$ cat config.mk
export PLATFORM = sky130hd
export DESIGN_NAME = armleocpu_decode
export DESIGN_NICKNAME = d
export VERILOG_FILES = /design/src/rtl/armleocpu_decode_pkg.sv /design/src/rtl/armleocpu_decode_serialize_detect.sv /design/src/rtl/armleocpu_decode.sv
export SDC_FILE = /design/constraint.sdc
export NUM_CORES = 1
export LEC_CHECK = 0
export CORE_MARGIN = 2
export CORE_UTILIZATION = 34
export DETAILED_ROUTE_END_ITERATION = 8
export PLACE_DENSITY = 0.86
export SETUP_SLACK_MARGIN = 0.5
export SLEW_MARGIN = 20
export SYNTH_ARGS = -nofsm -noshare
export SYNTH_HDL_FRONTEND = slang
export SYNTH_SLANG_ARGS = --single-unit
$ cat constraint.sdc
create_clock -name clk -period 5.1 [get_ports clk]
set_clock_uncertainty 0.05 [all_clocks]
set_input_delay 1.02 -clock clk [delete_from_list [all_inputs] [get_ports clk]]
set_output_delay 1.02 -clock clk [all_outputs]
set_load 0.02 [all_outputs]
$ cat src/rtl/armleocpu_decode_pkg.sv
// rtl/armleocpu_decode_pkg.sv - shared constants and types for the decode stage
//
// Purpose: F2E entry types, decode-to-fetch command codes, cache response
// codes, the opcode constants used for serialize detection and the decode
// FSM state type.
package armleocpu_decode_pkg;

  localparam int F2E_TYPE_WIDTH = 2;
  localparam logic [F2E_TYPE_WIDTH-1:0] F2E_TYPE_INSTR             = 2'd0;
  localparam logic [F2E_TYPE_WIDTH-1:0] F2E_TYPE_INTERRUPT_PENDING = 2'd1;

  localparam int ARMLEOCPU_D2F_CMD_WIDTH = 2;
  localparam logic [ARMLEOCPU_D2F_CMD_WIDTH-1:0] ARMLEOCPU_D2F_CMD_NONE         = 2'd0;
  localparam logic [ARMLEOCPU_D2F_CMD_WIDTH-1:0] ARMLEOCPU_D2F_CMD_FLUSH        = 2'd1;
  localparam logic [ARMLEOCPU_D2F_CMD_WIDTH-1:0] ARMLEOCPU_D2F_CMD_START_BRANCH = 2'd2;

  localparam logic [3:0] CACHE_RESPONSE_SUCCESS = 4'd0;

  localparam logic [6:0] OPCODE_SYSTEM  = 7'b1110011;
  localparam logic [6:0] OPCODE_FENCE   = 7'b0001111;
  localparam logic [2:0] FUNCT3_FENCE_I = 3'b001;

  typedef enum logic {
    STATE_RUN       = 1'b0,
    STATE_SERIALIZE = 1'b1
  } decode_state_t;

endpackage

$ cat src/rtl/armleocpu_decode_serialize_detect.sv
// rtl/armleocpu_decode_serialize_detect.sv - flags entries that need a pipeline restart
//
// Purpose: combinational classification of an F2D entry.
// Ports:
//   f2d_type   - entry type (instruction or interrupt pending)
//   opcode     - instruction bits [6:0]
//   funct3     - instruction bits [14:12]
//   f2d_resp   - cache response for the fetch
//   serialize  - 1 when execute must restart the pipeline after this entry
module armleocpu_decode_serialize_detect
  import armleocpu_decode_pkg::*;
(
  input  logic [F2E_TYPE_WIDTH-1:0] f2d_type,
  input  logic [6:0]                opcode,
  input  logic [2:0]                funct3,
  input  logic [3:0]                f2d_resp,
  output logic                      serialize
);

  always_comb begin
    serialize = 1'b0;
    if (f2d_type == F2E_TYPE_INTERRUPT_PENDING)
      serialize = 1'b1;
    else if (f2d_resp != CACHE_RESPONSE_SUCCESS)
      serialize = 1'b1;
    else if (opcode == OPCODE_SYSTEM)
      serialize = 1'b1;
    else if (opcode == OPCODE_FENCE && funct3 == FUNCT3_FENCE_I)
      serialize = 1'b1;
  end

endmodule

$ cat src/rtl/armleocpu_decode.sv
// rtl/armleocpu_decode.sv - decode stage: one D2E register plus execute command forwarding
//
// Purpose: accepts fetch entries into a single pipeline register towards
// execute, forwards execute commands (flush/branch) back to fetch, and stalls
// fetch after a serializing entry until execute issues its restart command.
// Ports:
//   clk, rst_n                       - clock, synchronous active-low reset
//   f2d_valid/type/instr/pc/resp     - entry offered by fetch
//   d2f_ready, d2f_cmd, d2f_branchtarget - handshake and command to fetch
//   d2e_valid/type/instr/pc/resp/serialize - registered entry to execute
//   e2d_ready, e2d_cmd, e2d_branchtarget - handshake and command from execute
module armleocpu_decode
  import armleocpu_decode_pkg::*;
(
  input  logic                               clk,
  input  logic                               rst_n,

  input  logic                               f2d_valid,
  input  logic [F2E_TYPE_WIDTH-1:0]          f2d_type,
  input  logic [31:0]                        f2d_instr,
  input  logic [31:0]                        f2d_pc,
  input  logic [3:0]                         f2d_resp,

  output logic                               d2f_ready,
  output logic [ARMLEOCPU_D2F_CMD_WIDTH-1:0] d2f_cmd,
  output logic [31:0]                        d2f_branchtarget,

  output logic                               d2e_valid,
  output logic [F2E_TYPE_WIDTH-1:0]          d2e_type,
  output logic [31:0]                        d2e_instr,
  output logic [31:0]                        d2e_pc,
  output logic [3:0]                         d2e_resp,
  output logic                               d2e_serialize,

  input  logic                               e2d_ready,
  input  logic [ARMLEOCPU_D2F_CMD_WIDTH-1:0] e2d_cmd,
  input  logic [31:0]                        e2d_branchtarget
);

  decode_state_t               state, state_nxt;
  logic                        d2e_valid_nxt;
  logic [F2E_TYPE_WIDTH-1:0]   d2e_type_nxt;
  logic [31:0]                 d2e_instr_nxt;
  logic [31:0]                 d2e_pc_nxt;
  logic [3:0]                  d2e_resp_nxt;
  logic                        d2e_serialize_nxt;

  logic cmd_forward;
  logic f2d_take;
  logic serialize_detected;

  armleocpu_decode_serialize_detect u_serialize_detect (
    .f2d_type  (f2d_type),
    .opcode    (f2d_instr[6:0]),
    .funct3    (f2d_instr[14:12]),
    .f2d_resp  (f2d_resp),
    .serialize (serialize_detected)
  );

  assign cmd_forward = e2d_ready && (e2d_cmd != ARMLEOCPU_D2F_CMD_NONE);

  // Ready is forced high in reset so fetch never sees a stall it cannot leave.
  assign d2f_ready = !rst_n || !f2d_valid || cmd_forward ||
                     (state == STATE_RUN && (!d2e_valid || e2d_ready));
  assign d2f_cmd          = (rst_n && cmd_forward) ? e2d_cmd : ARMLEOCPU_D2F_CMD_NONE;
  assign d2f_branchtarget = e2d_branchtarget;

  // A forwarded command redirects fetch, so whatever fetch offers that cycle
  // is from the old path and is dropped.
  assign f2d_take = f2d_valid && d2f_ready && !cmd_forward;

  always_comb begin
    state_nxt         = state;
    d2e_valid_nxt     = d2e_valid;
    d2e_type_nxt      = d2e_type;
    d2e_instr_nxt     = d2e_instr;
    d2e_pc_nxt        = d2e_pc;
    d2e_resp_nxt      = d2e_resp;
    d2e_serialize_nxt = d2e_serialize;

    if (d2e_valid && e2d_ready) begin
      d2e_valid_nxt     = 1'b0;
      d2e_serialize_nxt = 1'b0;
    end

    // Load after the consume so a same-cycle refill wins over the clear.
    if (f2d_take) begin
      d2e_valid_nxt     = 1'b1;
      d2e_type_nxt      = f2d_type;
      d2e_instr_nxt     = f2d_instr;
      d2e_pc_nxt        = f2d_pc;
      d2e_resp_nxt      = f2d_resp;
      d2e_serialize_nxt = serialize_detected;
      if (serialize_detected)
        state_nxt = STATE_SERIALIZE;
    end

    if (cmd_forward)
      state_nxt = STATE_RUN;
  end

  always_ff @(posedge clk) begin
    if (!rst_n) begin
      state         <= STATE_RUN;
      d2e_valid     <= 1'b0;
      d2e_serialize <= 1'b0;
    end else begin
      state         <= state_nxt;
      d2e_valid     <= d2e_valid_nxt;
      d2e_serialize <= d2e_serialize_nxt;
    end
  end

  // Payload carries no reset; it is only meaningful while d2e_valid is set.
  always_ff @(posedge clk) begin
    d2e_type  <= d2e_type_nxt;
    d2e_instr <= d2e_instr_nxt;
    d2e_pc    <= d2e_pc_nxt;
    d2e_resp  <= d2e_resp_nxt;
  end

endmodule
Word-level counts from Yosys, hierarchy flattened
Cells that the tools add are included.
{"block": "op_classes", "n_eq_ne": 4, "muxes": 8, "bitwise": 2, "n_reduce_logical": 20}
{"operator": "7-bit by 4-bit equality test with 1-bit output, second input constant", "n": 1}
{"operator": "7-bit equality test, second input constant", "n": 1}
{"operator": "1-bit logical AND", "n": 7}
{"operator": "1-bit 2-to-1 mux", "n": 7}
{"operator": "1-bit logical NOT", "n": 4}
{"operator": "1-bit logical OR", "n": 4}
{"operator": "2-bit nonzero test", "n": 2}
{"operator": "4-bit nonzero test", "n": 1}
{"operator": "3-bit by 1-bit equality test with 1-bit output, second input constant", "n": 1}
{"operator": "2-bit by 1-bit equality test with 1-bit output, second input constant", "n": 1}
{"operator": "2-bit 2-to-1 mux", "n": 1}
{"operator": "1-bit NOT", "n": 2}
{"operator": "2-bit AND reduction", "n": 1}
{"operator": "2-bit OR reduction", "n": 1}
{"block": "totals", "ff_bits": 73, "inputBits": 108, "output_inout_bits": 107, "word_cells": 41}

Longest topological paths before layout
{"block": "depth", "ltp_word": 7, "depth_mapped": 4, "ltp_nobuf": 4}

Hierarchy
Synthesis repeated with hierarchy kept, for this count alone.
{"block": "unflattened", "cells_unflattened": 135, "area_unflattened_um2": 2611.3}
{"mod": "armleocpu_decode", "n_inst": 1, "cells_per_inst": 125, "area_per_inst_um2": 2546.2, "seq_area_each_um2": 2162.1}
{"mod": "armleocpu_decode_serialize_detect", "n_inst": 1, "cells_per_inst": 10, "area_per_inst_um2": 65.1, "seq_area_each_um2": 0.0}

Worst setup path before layout
No wires, ideal clock.
{"block": "synth_timing", "path_kind": "input to register", "startpoint": "in e2d_ready", "endpoint": "reg d2e_serialize", "setup_ns": 0.066, "t_arrival_ns": 3.344, "required_ns": 4.984, "slack_ns": 1.639, "stages": 4, "n_path_buf": 0, "path_cell_list": "nor2b_1 > o21ai_1 > and3_1 > o221a_1"}
{"block": "synth_via", "elab_chain_cells": 6, "elab_cells_between_ends": 11, "cone_classes": "1 x mux; 10 x reduce/logical"}
{"item": "start, declared", "line_no": "armleocpu_decode.sv:35", "rtl": "input logic e2d_ready,"}
{"item": "1-bit logical AND / 1-bit logical OR (equally long branches)", "line_no": "armleocpu_decode.sv:60, armleocpu_decode.sv:64"}
{"item": "1-bit logical OR / 1-bit logical AND (equally long branches)", "line_no": "armleocpu_decode.sv:63, armleocpu_decode.sv:64"}
{"item": "1-bit logical OR", "line_no": "armleocpu_decode.sv:63", "rtl": "assign d2f_ready = !rst_n || !f2d_valid || cmd_forward ||"}
{"item": "1-bit logical AND (2 in a row)", "line_no": "armleocpu_decode.sv:70", "rtl": "assign f2d_take = f2d_valid && d2f_ready && !cmd_forward;"}
{"item": "1-bit 2-to-1 mux / 2-bit nonzero test (equally long branches)"}
{"item": "end signal, assigned", "line_no": "armleocpu_decode.sv:110", "rtl": "d2e_serialize <= d2e_serialize_nxt;"}
{"item": "end, declared", "line_no": "armleocpu_decode.sv:33", "rtl": "output logic d2e_serialize,"}
Several ways; a longest one is shown, not always the timed one.
A chain may end at the register's enable or synchronous reset.

Worst setup path after layout
{"block": "layout_timing", "startpoint": "in e2d_ready", "endpoint": "out d2f_ready"}
{"block": "layout_via", "elab_chain_cells": 3, "elab_cells_between_ends": 5, "cone_classes": "5 x reduce/logical"}
{"item": "1-bit logical AND / 1-bit logical OR (equally long branches)", "line_no": "armleocpu_decode.sv:60, armleocpu_decode.sv:64"}
{"item": "1-bit logical OR / 1-bit logical AND (equally long branches)", "line_no": "armleocpu_decode.sv:63, armleocpu_decode.sv:64"}
{"item": "1-bit logical OR (*)", "line_no": "armleocpu_decode.sv:63"}
{"item": "end, declared", "line_no": "armleocpu_decode.sv:24", "rtl": "output logic d2f_ready,"}
Every way passes the cells marked *; elsewhere a longest branch is shown, timed or not.

==> flow_summary.rst <==
.. list-table::
   :header-rows: 1

   * - Metric
     - Value
   * - Number of nets still failing antenna checks after routing
     - 0
   * - Routability-driven placement congestion ratio
     - 0.7496
   * - Cell breakdown of the critical path
     - clkdlybuf4s50_1, o21ai_1, and2_1, o211ai_1, clkdlybuf4s50_1
   * - Yosys cell types
     - 21
   * - CORE AREA
     - 0.007292 sq mm
   * - Worst slack on hold paths
     - 0.5474 ns
   * - Worst setup path category
     - input pin to output pin
   * - Switch Pwr
     - 0.2892 mW
   * - Via count of the first global-routing pass
     - 1669
   * - CTS tree
     - done
   * - Width of the die
     - 90.92 um
   * - Critical path launch point type
     - input pin
   * - CTS sink cnt
     - 73
   * - Synthesis-stage register bit count
     - 73
   * - Grt total ovfl
     - 0
   * - Transition time at the pin with the least slew margin
     - 0.9093 ns
   * - Average cell area after synthesis
     - 20.07 sq um
   * - Post-route setup slack
     - 1.415 ns
   * - Crit path buffers/inverters
     - 2
   * - PnR Total Power
     - 1.313 mW
   * - Number of buffers between clock root and the deepest sink
     - 2
   * - Critical Path End Type
     - output pin
   * - Clock network fraction of total power
     - 31.6%
   * - Type of the worst min-delay path
     - register to register
   * - Largest cells by area after synthesis
     - sky130_fd_sc_hd__edfxtp_1 (82%), sky130_fd_sc_hd__buf_4 (9.4%), sky130_fd_sc_hd__dfxtp_1 (2.3%)
   * - DRC marker count from the first detailed-route iteration
     - 62
   * - Cell type with the largest total area after synthesis
     - sky130_fd_sc_hd__edfxtp_1
   * - CTS HTree Levels
     - 3
   * - Switching share of power
     - 22.02%
   * - Maximum number of pins on one net before global-route repair
     - 74
   * - Outcome
     - finished, final reports clean
   * - Synth warnings
     - 0
   * - Height of the die
     - 90.92 um
   * - Post-Syn Area
     - 0.002569 sq mm
   * - Reg power frac
     - 53.9%
   * - Total of fill cells in the finished design
     - 560
   * - Row Count
     - 31
   * - Post-Synthesis Net Count
     - 236
   * - Worst slack at placement
     - 1.410 ns
   * - Drc violations
     - 0
   * - Count of mapped cells out of synthesis
     - 128
   * - Worst slew margin relative to its limit
     - 39.38%
   * - Number of buffers inserted during clock tree synthesis
     - 9
   * - Slew Viols, Final
     - 0
   * - Drt total wl
     - 6609 um
   * - RSZ-0062 raised after global routing
     - false
   * - Resized cells post-CTS
     - 0
   * - Sequential fraction of the synthesis area
     - 84.17%
   * - Area fraction of the dominant cell type after synthesis
     - 81.83%
   * - Maximum net fanout on the critical path
     - 5
   * - Count of endpoints failing setup in the final report
     - 0
   * - Setup_tns
     - 0 ns
   * - Final Net Count
     - 366
   * - Core occupancy in the finished layout
     - 56.86%
   * - Design internal power
     - 1.024 mW
   * - Number of detailed-route iterations in the first pass
     - 4
   * - Fraction of layout cells with a size suffix above 1
     - 6.870%
   * - Combinational fraction of design power
     - 14.5%
   * - N_diodes
     - 0
   * - Clock input transition at the sequential cells of the worst setup and hold paths
     - 0.07 ns
   * - Count of buffers added by post-CTS timing repair for setup
     - 0
   * - Relative area change from synthesis to final layout
     - 61.42%
   * - Ratio of final minimum period to clock period
     - 72.25%
   * - Overall die area
     - 0.008266 sq mm
   * - Sum of net half-perimeters after detailed placement
     - 5048 um
   * - # IOs
     - 215
   * - Most frequent cell on the critical path
     - sky130_fd_sc_hd__clkdlybuf4s50_1
   * - Average via count per standard cell
     - 4.421
   * - Static Leakage
     - 1.422 nW
   * - Wirelength per Cell
     - 18.31 um
   * - Worst EP arrival
     - 2.61 ns
   * - Starting density of the core
     - 35.23%
   * - Kind of cell with the highest combined delay on the critical path
     - buffers and inverters
   * - Power per cell area
     - 316.8 mW/mm^2
   * - Global-route total usage across every layer
     - 15.70%
   * - Global-route wire length before repair
     - 9480 um
   * - Initial antenna violation count
     - 0
   * - Final critical-path required period
     - 3.685 ns
   * - Longest individual stage delay on the worst path
     - 0.66 ns
   * - Worst VDD drop
     - 0.0001688 V
   * - # hold bufs at CTS
     - 0
   * - Fmax
     - 271.4 MHz
   * - Root buffer cell
     - sky130_fd_sc_hd__clkbuf_8
   * - Detailed-route via count
     - 1596
   * - Worst-Skew Late Latency
     - 0.33 ns
   * - # Max-Cap Violations
     - 0
   * - Port bufs
     - 150
   * - Worst path required time
     - 4.03 ns
   * - Final Hold Fails
     - 0
   * - Slowest cell on the critical path
     - sky130_fd_sc_hd__clkdlybuf4s50_1
==> metrics by stage <==
step | instance area (sq um) | std cells
global route | 4146 | 361
finish | 4146 | 361
detailed placement | 3963 | 346
CTS | 4146 | 361
floorplan | 2569 | 128
global placement | 3963 | 346
==> cells in the final DEF (no fill, tap or decap), types with 2 or more instances in the layout <==
cell type / Yosys / final
sky130_fd_sc_hd__edfxtp_1: 70 / 70
sky130_fd_sc_hd__clkinv_2: 0 / 2
sky130_fd_sc_hd__dfxtp_1: 3 / 3
sky130_fd_sc_hd__o221a_1: 2 / 2
sky130_fd_sc_hd__clkdlybuf4s50_1: 0 / 150
sky130_fd_sc_hd__nor4bb_1: 2 / 2
sky130_fd_sc_hd__and3_1: 3 / 2
sky130_fd_sc_hd__o21ai_1: 2 / 2
sky130_fd_sc_hd__clkbuf_8: 0 / 9
==> sequential cells by signal, indices dropped and copies added (netlist names) <==
name / count
d2e_serialize: 1
d2e_type: 2
d2e_pc: 32
state: 1
d2e_valid: 1
d2e_resp: 4
d2e_instr: 32
==> worst paths after layout <==
path	start	to	slack [ns]	cells past startpoint
hold reg to reg	state	state	0.55	1
hold / removal	state	state	0.55	1
setup reg to reg	d2e_valid	d2e_instr[3]	3.09	4
setup / recovery	e2d_ready	d2f_ready	1.42	5
==> power by group through the flow <==
| stage | clock [mW] | sequential (mW) | combinational, mW |
|---|---|---|---|
| 2_1_floorplan | 0 | 0.763 | 0.0557 |
| 5_1_grt | 0.449 | 0.711 | 0.199 |
| 3_5_place_dp | 0 | 0.721 | 0.190 |
| 3_3_place_gp | 0 | 0.719 | 0.185 |
| 6_report | 0.415 | 0.708 | 0.191 |
| 4_1_cts | 0.428 | 0.708 | 0.191 |
==> logic make-up after synthesis <==
group | share of synthesized area (%)
AND/OR/NAND/NOR | 3.556
AO/OA/AOI/OAI | 2.777
flip-flops | 84.17
buffers and inverters | 9.498
==> layout make-up <==
type | count | area [sq um] | share of cell area [%]
repair buffers | 151 | 1509 | 36.39
well taps | 99 | 123.9 | 2.987
multi-input cells | 22 | 163.9 | 3.953
clock buffers | 9 | 123.9 | 2.987
inverters | 1 | 3.754 | 0.09052
clock inverters | 6 | 60.06 | 1.448
flip-flops and latches | 73 | 2162 | 52.14
==> layer usage <==
| layer | vias up | share of wire (%) | track usage (%) |
|---|---|---|---|
| li1 | 715 | - | - |
| met1 | 756 | 35 | 15.44 |
| met2 | 93 | 53 | 28.21 |
| met3 | 32 | 8.4 | 5.426 |
| met4 | 0 | 3.5 | 9.343 |
| met5 | - | 0 | 0 |
==> synth_stat cells <==
cell                       count
sky130_fd_sc_hd__nand2b_1      1
sky130_fd_sc_hd__o221a_1       2
sky130_fd_sc_hd__o211ai_1      1
sky130_fd_sc_hd__a21boi_0      1
sky130_fd_sc_hd__and3_1        3
sky130_fd_sc_hd__nand2_1       1
sky130_fd_sc_hd__nand4_1       1
sky130_fd_sc_hd__or4_4         1
sky130_fd_sc_hd__nor4b_1       1
sky130_fd_sc_hd__nor4bb_1      2
sky130_fd_sc_hd__a21oi_2       1
sky130_fd_sc_hd__edfxtp_1     70
sky130_fd_sc_hd__nor2_1        1
sky130_fd_sc_hd__and2_1        1
sky130_fd_sc_hd__inv_1         1
sky130_fd_sc_hd__nor2b_1       1
sky130_fd_sc_hd__o21a_1        1
sky130_fd_sc_hd__buf_4        32
sky130_fd_sc_hd__dfxtp_1       3
sky130_fd_sc_hd__o21ai_1       2
sky130_fd_sc_hd__a22oi_1       1
No activity file was read; power rests on OpenSTA's default activity.
